==> config.mk <==
export PLATFORM = sky130hd
export DESIGN_NAME = alu_req_arbiter
export DESIGN_NICKNAME = d
export VERILOG_FILES = /design/src/rtl/alu_req_arbiter.sv
export SDC_FILE = /design/constraint.sdc
export NUM_CORES = 1
export LEC_CHECK = 0
export BUFFER_PORTS_ARGS = -buffer_cell sky130_fd_sc_hd__buf_2
export CAP_MARGIN = 30
export CORE_ASPECT_RATIO = 1.4
export CORE_MARGIN = 2
export CORE_UTILIZATION = 39
export DETAILED_ROUTE_END_ITERATION = 8
export PLACE_DENSITY_LB_ADDON = 0.25
export SLEW_MARGIN = 0
export SYNTH_ARGS = -nofsm -noshare
export SYNTH_HDL_FRONTEND = slang
export SYNTH_SLANG_ARGS = --single-unit
export TNS_END_PERCENT = 5
==> constraint.sdc <==
create_clock -name CLK -period 1.94 [get_ports CLK]
set_input_delay 0.097 -clock CLK [delete_from_list [all_inputs] [get_ports CLK]]
set_output_delay 0.097 -clock CLK [all_outputs]
set_load 0.05 [all_outputs]
==> src/rtl/alu_req_arbiter.sv <==
// alu_req_arbiter: round-robin front end that shares one multi-unit ALU
// between NUM_REQ requesters. One operation is in flight at a time; the
// captured result is held on the response channel until accepted.
module alu_req_arbiter #(
   parameter int unsigned DATA_WIDTH = 16,
   parameter int unsigned OUT_WIDTH  = 17,
   parameter int unsigned NUM_REQ    = 4,
   parameter int unsigned ID_WIDTH   = 2
) (
   input  logic                          CLK,
   input  logic                          RST,
   input  logic [NUM_REQ-1:0]            req_valid,
   output logic [NUM_REQ-1:0]            req_ready,
   input  logic [NUM_REQ*DATA_WIDTH-1:0] req_a,
   input  logic [NUM_REQ*DATA_WIDTH-1:0] req_b,
   input  logic [NUM_REQ*4-1:0]          req_func,
   output logic [DATA_WIDTH-1:0]         ALU_A,
   output logic [DATA_WIDTH-1:0]         ALU_B,
   output logic [1:0]                    ALU_FUNC,
   output logic                          Arith_Enable,
   output logic                          Logic_Enable,
   output logic                          CMP_Enable,
   output logic                          Shift_Enable,
   input  logic [OUT_WIDTH-1:0]          ALU_OUT,
   input  logic                          OUT_VALID,
   output logic                          rsp_valid,
   input  logic                          rsp_ready,
   output logic [OUT_WIDTH-1:0]          rsp_data,
   output logic [ID_WIDTH-1:0]           rsp_id,
   output logic                          rsp_err
);

   typedef enum logic [1:0] {S_IDLE, S_ISSUE, S_WAIT, S_RESP} state_t;

   state_t                state, state_nxt;
   logic [ID_WIDTH-1:0]   last_grant;
   logic [ID_WIDTH-1:0]   grant_idx;
   logic                  grant_found;
   int unsigned           rr_idx;
   logic [DATA_WIDTH-1:0] sel_a, sel_b;
   logic [3:0]            sel_func;
   logic [DATA_WIDTH-1:0] lat_a, lat_b;
   logic [3:0]            lat_func;
   logic [ID_WIDTH-1:0]   lat_id;
   logic [OUT_WIDTH-1:0]  data_q;
   logic                  err_q;

   // Round-robin search: first valid requester after the last one served.
   always_comb begin
      rr_idx      = 0;
      grant_found = 1'b0;
      grant_idx   = '0;
      for (int unsigned k = 1; k <= NUM_REQ; k++) begin
         rr_idx = (32'(last_grant) + k) % NUM_REQ;
         if (!grant_found && ((req_valid >> rr_idx) & NUM_REQ'(1)) != '0) begin
            grant_found = 1'b1;
            grant_idx   = ID_WIDTH'(rr_idx);
         end
      end
   end

   // Select the operands and function of the requester being granted.
   always_comb begin
      sel_a    = '0;
      sel_b    = '0;
      sel_func = '0;
      for (int unsigned i = 0; i < NUM_REQ; i++) begin
         if (grant_idx == ID_WIDTH'(i)) begin
            sel_a    = DATA_WIDTH'(req_a >> (i * DATA_WIDTH));
            sel_b    = DATA_WIDTH'(req_b >> (i * DATA_WIDTH));
            sel_func = 4'(req_func >> (i * 4));
         end
      end
   end

   // Accept pulse only in IDLE, and never while reset is asserted.
   always_comb begin
      req_ready = '0;
      if (RST && state == S_IDLE && grant_found)
         req_ready = NUM_REQ'(1) << grant_idx;
   end

   // Next-state logic and per-state outputs.
   always_comb begin
      state_nxt    = state;
      Arith_Enable = 1'b0;
      Logic_Enable = 1'b0;
      CMP_Enable   = 1'b0;
      Shift_Enable = 1'b0;
      rsp_valid    = 1'b0;
      case (state)
         S_IDLE: begin
            if (grant_found) state_nxt = S_ISSUE;
         end
         S_ISSUE: begin
            case (lat_func[3:2])
               2'b00:   Arith_Enable = 1'b1;
               2'b01:   Logic_Enable = 1'b1;
               2'b10:   CMP_Enable   = 1'b1;
               default: Shift_Enable = 1'b1;
            endcase
            state_nxt = S_WAIT;
         end
         S_WAIT: begin
            state_nxt = S_RESP;
         end
         S_RESP: begin
            rsp_valid = 1'b1;
            if (rsp_ready) state_nxt = S_IDLE;
         end
         default: state_nxt = S_IDLE;
      endcase
   end

   // State, request latch, result capture and round-robin pointer.
   always_ff @(posedge CLK or negedge RST) begin
      if (!RST) begin
         state      <= S_IDLE;
         last_grant <= ID_WIDTH'(NUM_REQ - 1);
         lat_a      <= '0;
         lat_b      <= '0;
         lat_func   <= '0;
         lat_id     <= '0;
         data_q     <= '0;
         err_q      <= 1'b0;
      end else begin
         state <= state_nxt;
         if (state == S_IDLE && grant_found) begin
            lat_a    <= sel_a;
            lat_b    <= sel_b;
            lat_func <= sel_func;
            lat_id   <= grant_idx;
         end
         if (state == S_WAIT) begin
            data_q <= OUT_VALID ? ALU_OUT : '0;
            err_q  <= ~OUT_VALID;
         end
         if (state == S_RESP && rsp_ready)
            last_grant <= lat_id;
      end
   end

   assign ALU_A    = lat_a;
   assign ALU_B    = lat_b;
   assign ALU_FUNC = lat_func[1:0];
   assign rsp_data = data_q;
   assign rsp_id   = lat_id;
   assign rsp_err  = err_q;

endmodule
# Yosys cells after proc, flatten, opt, wreduce, memory -nomap -nowiden
# Cells that the tools add are included.
[word_totals]
reg_bits = 60
input_bits = 169
output_inout_bits = 63
elab_cells = 77
[op_classes]
add_sub_neg = 4
n_eq_ne = 10
shifts = 5
muxes = 34
bitwise_logic = 1
reduce_logical = 15
[ops]
columns = ["op", "count"]
rows = [
  ["$mux W16", 8],
  ["$mux W4", 5],
  ["$mux W17", 1],
  ["$shr A4 B2 Y1", 4],
  ["$mux W1", 13],
  ["$mux W2", 6],
  ["$eq A2 B2 Y1 const B", 5],
  ["$pmux W2 S4", 1],
  ["$logic_and A1 B1 Y1", 7],
  ["$eq A2 B1 Y1 const B", 3],
  ["$logic_not A2 Y1", 3],
  ["$add A2 B1 Y2 const B", 2],
  ["$add A2 B2 Y2 const B", 2],
  ["$ne A2 B2 Y1 const B", 2],
  ["$shl A1 B2 Y4 const A", 1],
  ["$logic_not A1 Y1", 3],
  ["$reduce_or A3 Y1", 1],
  ["$reduce_and A2 Y1", 1],
  ["$not A1 Y1", 1],
]

# Depth between registers and ports, before layout
[logic_depth]
ltp_word = 17
depth_mapped = 8
mapped_depth_nobuf = 6

# Least setup slack after synthesis
# OpenSTA, ideal clock, no wires.
[synth_path]
path_type = "flip-flop to output port"
startpoint = "reg last_grant[1]"
endpoint = "out req_ready[0]"
t_arrival_ns = 2.650
required_ns = 1.843
setup_slack_ns = -0.807
path_stages_with_launch = 8
path_buffers = 3
cell_sequence = "dfstp_2 > buf_6 > mux2i_4 > a2bb2oi_4 > nand2_4 > buf_6 > buf_2 > nor3_1"
[synth_between]
elab_chain_cells = 14
word_cells_on_any_way = 25
cone_classes = "add/sub: 4; shift: 5; mux: 9; reduce/logical: 7"
[synth_lines]
columns = ["item", "line_no", "rtl"]
rows = [
  ["from (decl)", "36", "logic [ID_WIDTH-1:0] last_grant;"],
  ["from (signal assigned)", "119", "last_grant <= ID_WIDTH'(NUM_REQ - 1);"],
  ["from (signal assigned)", "139", "last_grant <= lat_id;"],
  ["$add A2 B1 Y2", "54", "rr_idx = (32'(last_grant) + k) % NUM_REQ;"],
  ["$shr A4 B2 Y1", "55", "if (!grant_found && ((req_valid >> rr_idx) & NUM_REQ'(1)) != '0) begin"],
  ["$mux W1", "55", ""],
  ["$logic_not A1 Y1", "55", ""],
  ["$logic_and A1 B1 Y1", "55", ""],
  ["$mux W1", "55", ""],
  ["$logic_not A1 Y1", "55", ""],
  ["$logic_and A1 B1 Y1", "55", ""],
  ["$mux W1", "55", ""],
  ["$logic_not A1 Y1", "55", ""],
  ["$logic_and A1 B1 Y1", "55", ""],
  ["$mux W2 or $mux W1 (tied branches)", "55", ""],
  ["$shl A1 B2 Y4 or $logic_and A1 B1 Y1 (tied branches)", "80, 79", ""],
  ["$mux W4 (*)", "79", "if (RST && state == S_IDLE && grant_found)"],
  ["to (decl)", "13", "output logic [NUM_REQ-1:0] req_ready,"],
]
# Every way passes the cells marked *; elsewhere a longest branch is shown, timed or not.

# Final worst setup path
# Same ends and word-level chain as after synthesis.

==> impl.org <==
** STA
- Achievable frequency :: 0.455 GHz
- Total of endpoints with negative setup slack in the final report :: 39
- Subtracting the final worst setup slack from the clock period gives 2.20 ns.
- Setup repair after global routing could not meet its margin everywhere.
- Pin slew with the least headroom to its limit :: 0.771 ns
- Setup WS post-layout :: -0.258 ns
- The hold violation count in the final report is 11.
- The worst path uses 113% of the clock period.
- WHS :: -0.00611 ns
- Headroom to the max-slew limit :: 48.6%
- The final number of max-transition violations was 0.
- Fin Clk Skew :: 0.00514 ns

** Die
- The die is 85.9 µm wide.
- In this run the count of I/O pins placed on the die edge is 232.
- Row Count :: 41
- The die covers 0.0102 mm².
- Starting density of the core :: 40.3%
- Core region area :: 0.00908 mm²
- In this run the vertical extent of the chip is 119 µm.

** Synthesis
- dfrtp_1 takes more of the synthesized area than any other cell.
- Most frequent cell after synthesis :: dfrtp_1
- Proportion of synthesized chip area in sequential cells :: 41.1%
- Cell area after synthesis :: 0.00366 mm²
- After synthesis, the share of flip-flops with an asynchronous set or reset is 100%.
- Number of cells produced by synthesis :: 381
- Counting flops with a built-in enable in the synthesized netlist gives 0.
- Summing the areas of all compound-gate instances in the mapped netlist gives 23.2% of the synthesized area.
- Synthesis inferred 60 register bits.
- The number of nets in the synthesized netlist is 555.
- For this run, the leading register cell type out of synthesis is dfrtp_1.
- Top post-synthesis cells by count :: 58 x dfrtp_1, 44 x o21ai_0, 26 x a211oi_1, 26 x nand3_1, 25 x a21oi_1
- Combinational family with the most area after synthesis :: compound AO/OA/AOI/OAI gates
- Post-synthesis adder-cell area fraction :: 1.71%
- After Yosys synthesis, XOR and XNOR cells account for 0% of the synthesized area.
- Average cell area after synthesis :: 9.61 µm²
- Count of distinct cell types in the synthesized netlist :: 39
- Total number of yosys warnings :: 0
- Portion of synthesized cell area occupied by the leading cell type :: 39.6%
- Of the total synthesized cell area, the portion taken by AND, OR, NAND and NOR gates is 13.3%.
- Share of synthesized area spent on multiplexers :: 14.1%
- By area the synthesized netlist is led by dfrtp_1 40%, mux2_4 7.8%, a221o_1 6.3%, o21ai_0 6.0%, a211oi_1 5.3%.

** Critical path
- Flop2flop setup slack :: -0.22 ns
- The worst setup path is of the flip-flop to primary output kind.
- Crit path required time :: 1.84 ns
- The largest single stage delay on the critical path is 0.57 ns.
- Cell-by-cell trace of the critical path :: mux2i_4 -> buf_6 -> a2bb2oi_4 -> nand2_4 -> buf_6 -> buf_12 -> nor3_4 -> buf_6
- Counting stages on the worst path, the most repeated cell is buf_6.
- The worst setup path is launched from a flip-flop.
- Along the worst path, the maximum fanout reaches 4.
- STA classifies the critical path endpoint as a primary output.
- Arrival time worst endpoint :: 2.10 ns
- The largest individual stage delay along the critical path comes from the cell dfstp_2.

** GRT
- Global-route wire length before repair :: 19300 µm
- Entering global routing, the biggest net connects 61 pins.
- Sum of overflow across all layers after global routing :: 0
- GRT Overall Usage :: 23.6%
- The initial antenna violation count came to 0.
- Number of global-route vias before repair :: 4126

** Outcome
- The run finished, with violations left.
- The checks that failed: design-rule violations, negative hold slack, negative setup slack.

** Layout
- The repair_antennas step left the layout with diodes totalling 0.
- In the final design database the tool counted 811 nets.
- Relative to the synthesized area, the layout overhead comes to 56.7%.
- Share of final-layout standard cells stronger than drive strength 1 :: 50.9%

** Detailed routing
- Iteration-0 DRC Markers :: 197
- After detailed routing, the average wire length per cell comes to 16.5 µm.
- Detailed-route via count :: 4048
- Routed wire length :: 12400 µm
- Once detail routing completed, the nets flagged for antenna violations numbered 0.
- First-pass iteration count of the detailed router :: 7
- In the routed design, unresolved DRC markers number 12.
- Dividing the detail-routed via count by the number of cells gives 5.40.

** Power and ir drop
- Highest ir drop seen on vdd :: 0.000781 V
- For this design the ratio of total power to cell area is 1770 mW/mm².
- Leakage power :: 2.93 nW
- Total chip power :: 10.1 mW
- Proportion of power drawn by the clock network :: 18.1%
- Sequential Power Share :: 22.4%
- The internal power of the cells totals 5.19 mW.
- In this run switching power makes up 48.8% of total power.
- The analysis attributes to net switching a power of 4.96 mW.
- Fraction of power consumed by combinational cells :: 59.5%

** Clock tree
- Clock-pin slew was measured on the worst setup and hold paths at 0.05 ns.
- Clk root buf :: clkbuf_16
- Number of buffers created by CTS :: 9
- In this run the deepest clock path goes through 2 buffers.
- Clock latency on the worst-skew pair, taken at its later pin, is 0.33 ns.
- TritonCTS built the clock tree.
- The clock net in this run drives a total of 60 sinks.
- The H-tree generated during clock tree synthesis spans 3 levels.

** Placement
- Placed wire-length estimate :: 8620 µm
- Port Buf Inserts :: 231
- Final weighted congestion in routability-driven placement :: 0.782

** Hold path
- Path type of the worst min-delay path :: input pin to asynchronous set/reset pin

** Job
- Max-cap violations in this run came to 0.
[registers in the layout, summed over array words and instances, names as in the netlist]
register,cells
ALU_A,16
ALU_B,16
last_grant,2
lat_func,4
rsp_data,17
rsp_err,1
rsp_id,2
state,2
[path summary, 6_finish.rpt]
path,startpoint,end,depth (start not counted)
setup / recovery,last_grant[1]$_DFFE_PN1P_,req_ready[0],8
hold / removal,RST,ALU_A[7]$_DFFE_PN0P_,2
setup reg to reg,last_grant[1]$_DFFE_PN1P_,ALU_A[0]$_DFFE_PN0P_,8
hold reg to reg,ALU_A[6]$_DFFE_PN0P_,ALU_A[6]$_DFFE_PN0P_,1
max in group asynchronous,RST,ALU_B[4]$_DFFE_PN0P_,2
min in group CLK,ALU_OUT[15],rsp_data[15]$_DFFE_PN0P_,3
[per-stage QoR]
step	setup TNS, ns	util, %	instance area (µm²)	instances	worst slack (ns)
floorplan	-4.00	-	3710	381	-0.151
global placement	-3.47	55.6	5050	708	-0.307
detailed placement	-4.73	55.6	5050	708	-0.315
CTS	-6.10	62.7	5690	747	-0.236
global route	-8.62	63.2	5740	749	-0.305
finish	-6.30	63.2	5740	749	-0.258
[power groups by stage]
| stage | sequential (mW) | combinational (mW) | clock [mW] |
|---|---|---|---|
| after floorplan | 4.02 | 2.52 | 0 |
| after global placement | 2.24 | 5.71 | 0 |
| after detailed placement | 2.26 | 5.80 | 0 |
| after CTS | 2.27 | 5.99 | 1.87 |
| after global routing | 2.35 | 6.42 | 1.93 |
| final | 2.27 | 6.03 | 1.84 |
[layer usage]
layer  GRT usage (%)  routed length (µm)
met4            10.5                 336
met5               0                   0
met2            41.6                6360
met1            26.8                4840
met3            5.17                 834
[kinds of logic after synthesis]
family,after synthesis
simple gates,98
flops,60
buf+inv,53
compound gates,125
fa+ha+maj,5
mux,40
[area by class of cell]
| cell class | instances | area (µm²) |
|---|---|---|
| clock buffers | 11 | 243 |
| fillers | 788 | 3340 |
| clock inverters | 5 | 100 |
| inverters | 20 | 75.1 |
| multi-input cells | 269 | 2050 |
| repair buffers | 277 | 1630 |
| well taps | 107 | 134 |
| flip-flops and latches | 60 | 1500 |
[worst max-delay path: cells and delay by family (launching register included)]
kind | cells | cell delay (ns)
simple gates | 2 | 0.25
buf+inv | 4 | 0.54
compound gates | 1 | 0.16
mux | 1 | 0.24
flops | 1 | 0.57
[cell usage in the layout (no fill, tap or decap), drive strengths merged, types with 2 or more instances in the layout]
cell type	synthesis	layout
bufinv	0	3
dfrtp	58	58
dfstp	2	2
inv	20	20
dlygate4sd3	0	17
clkinv	0	2
buf	11	260
o2bb2ai	1	2
nand3	26	26
nor3	2	2
a211oi	26	26
mux2i	15	15
nand2b	4	4
clkbuf	22	11
a21oi	25	25
ha	5	5
a221o	23	23
and3	14	14
o21ai	44	44
nor2	19	19
nand2	25	25
mux2	25	25
nor2b	3	3
[timing repair]
item / CTS / global route
hold endpoints to repair: 17 / 0
buffers inserted: 5 / 3
gates cloned: 1 / 0
setup endpoints to repair: 40 / 40
hold buffers: 17 / 0
pin swaps: 11 / 5
gates resized for setup: 19 / 8
Note: power is estimated with default switching activity, not from simulation.
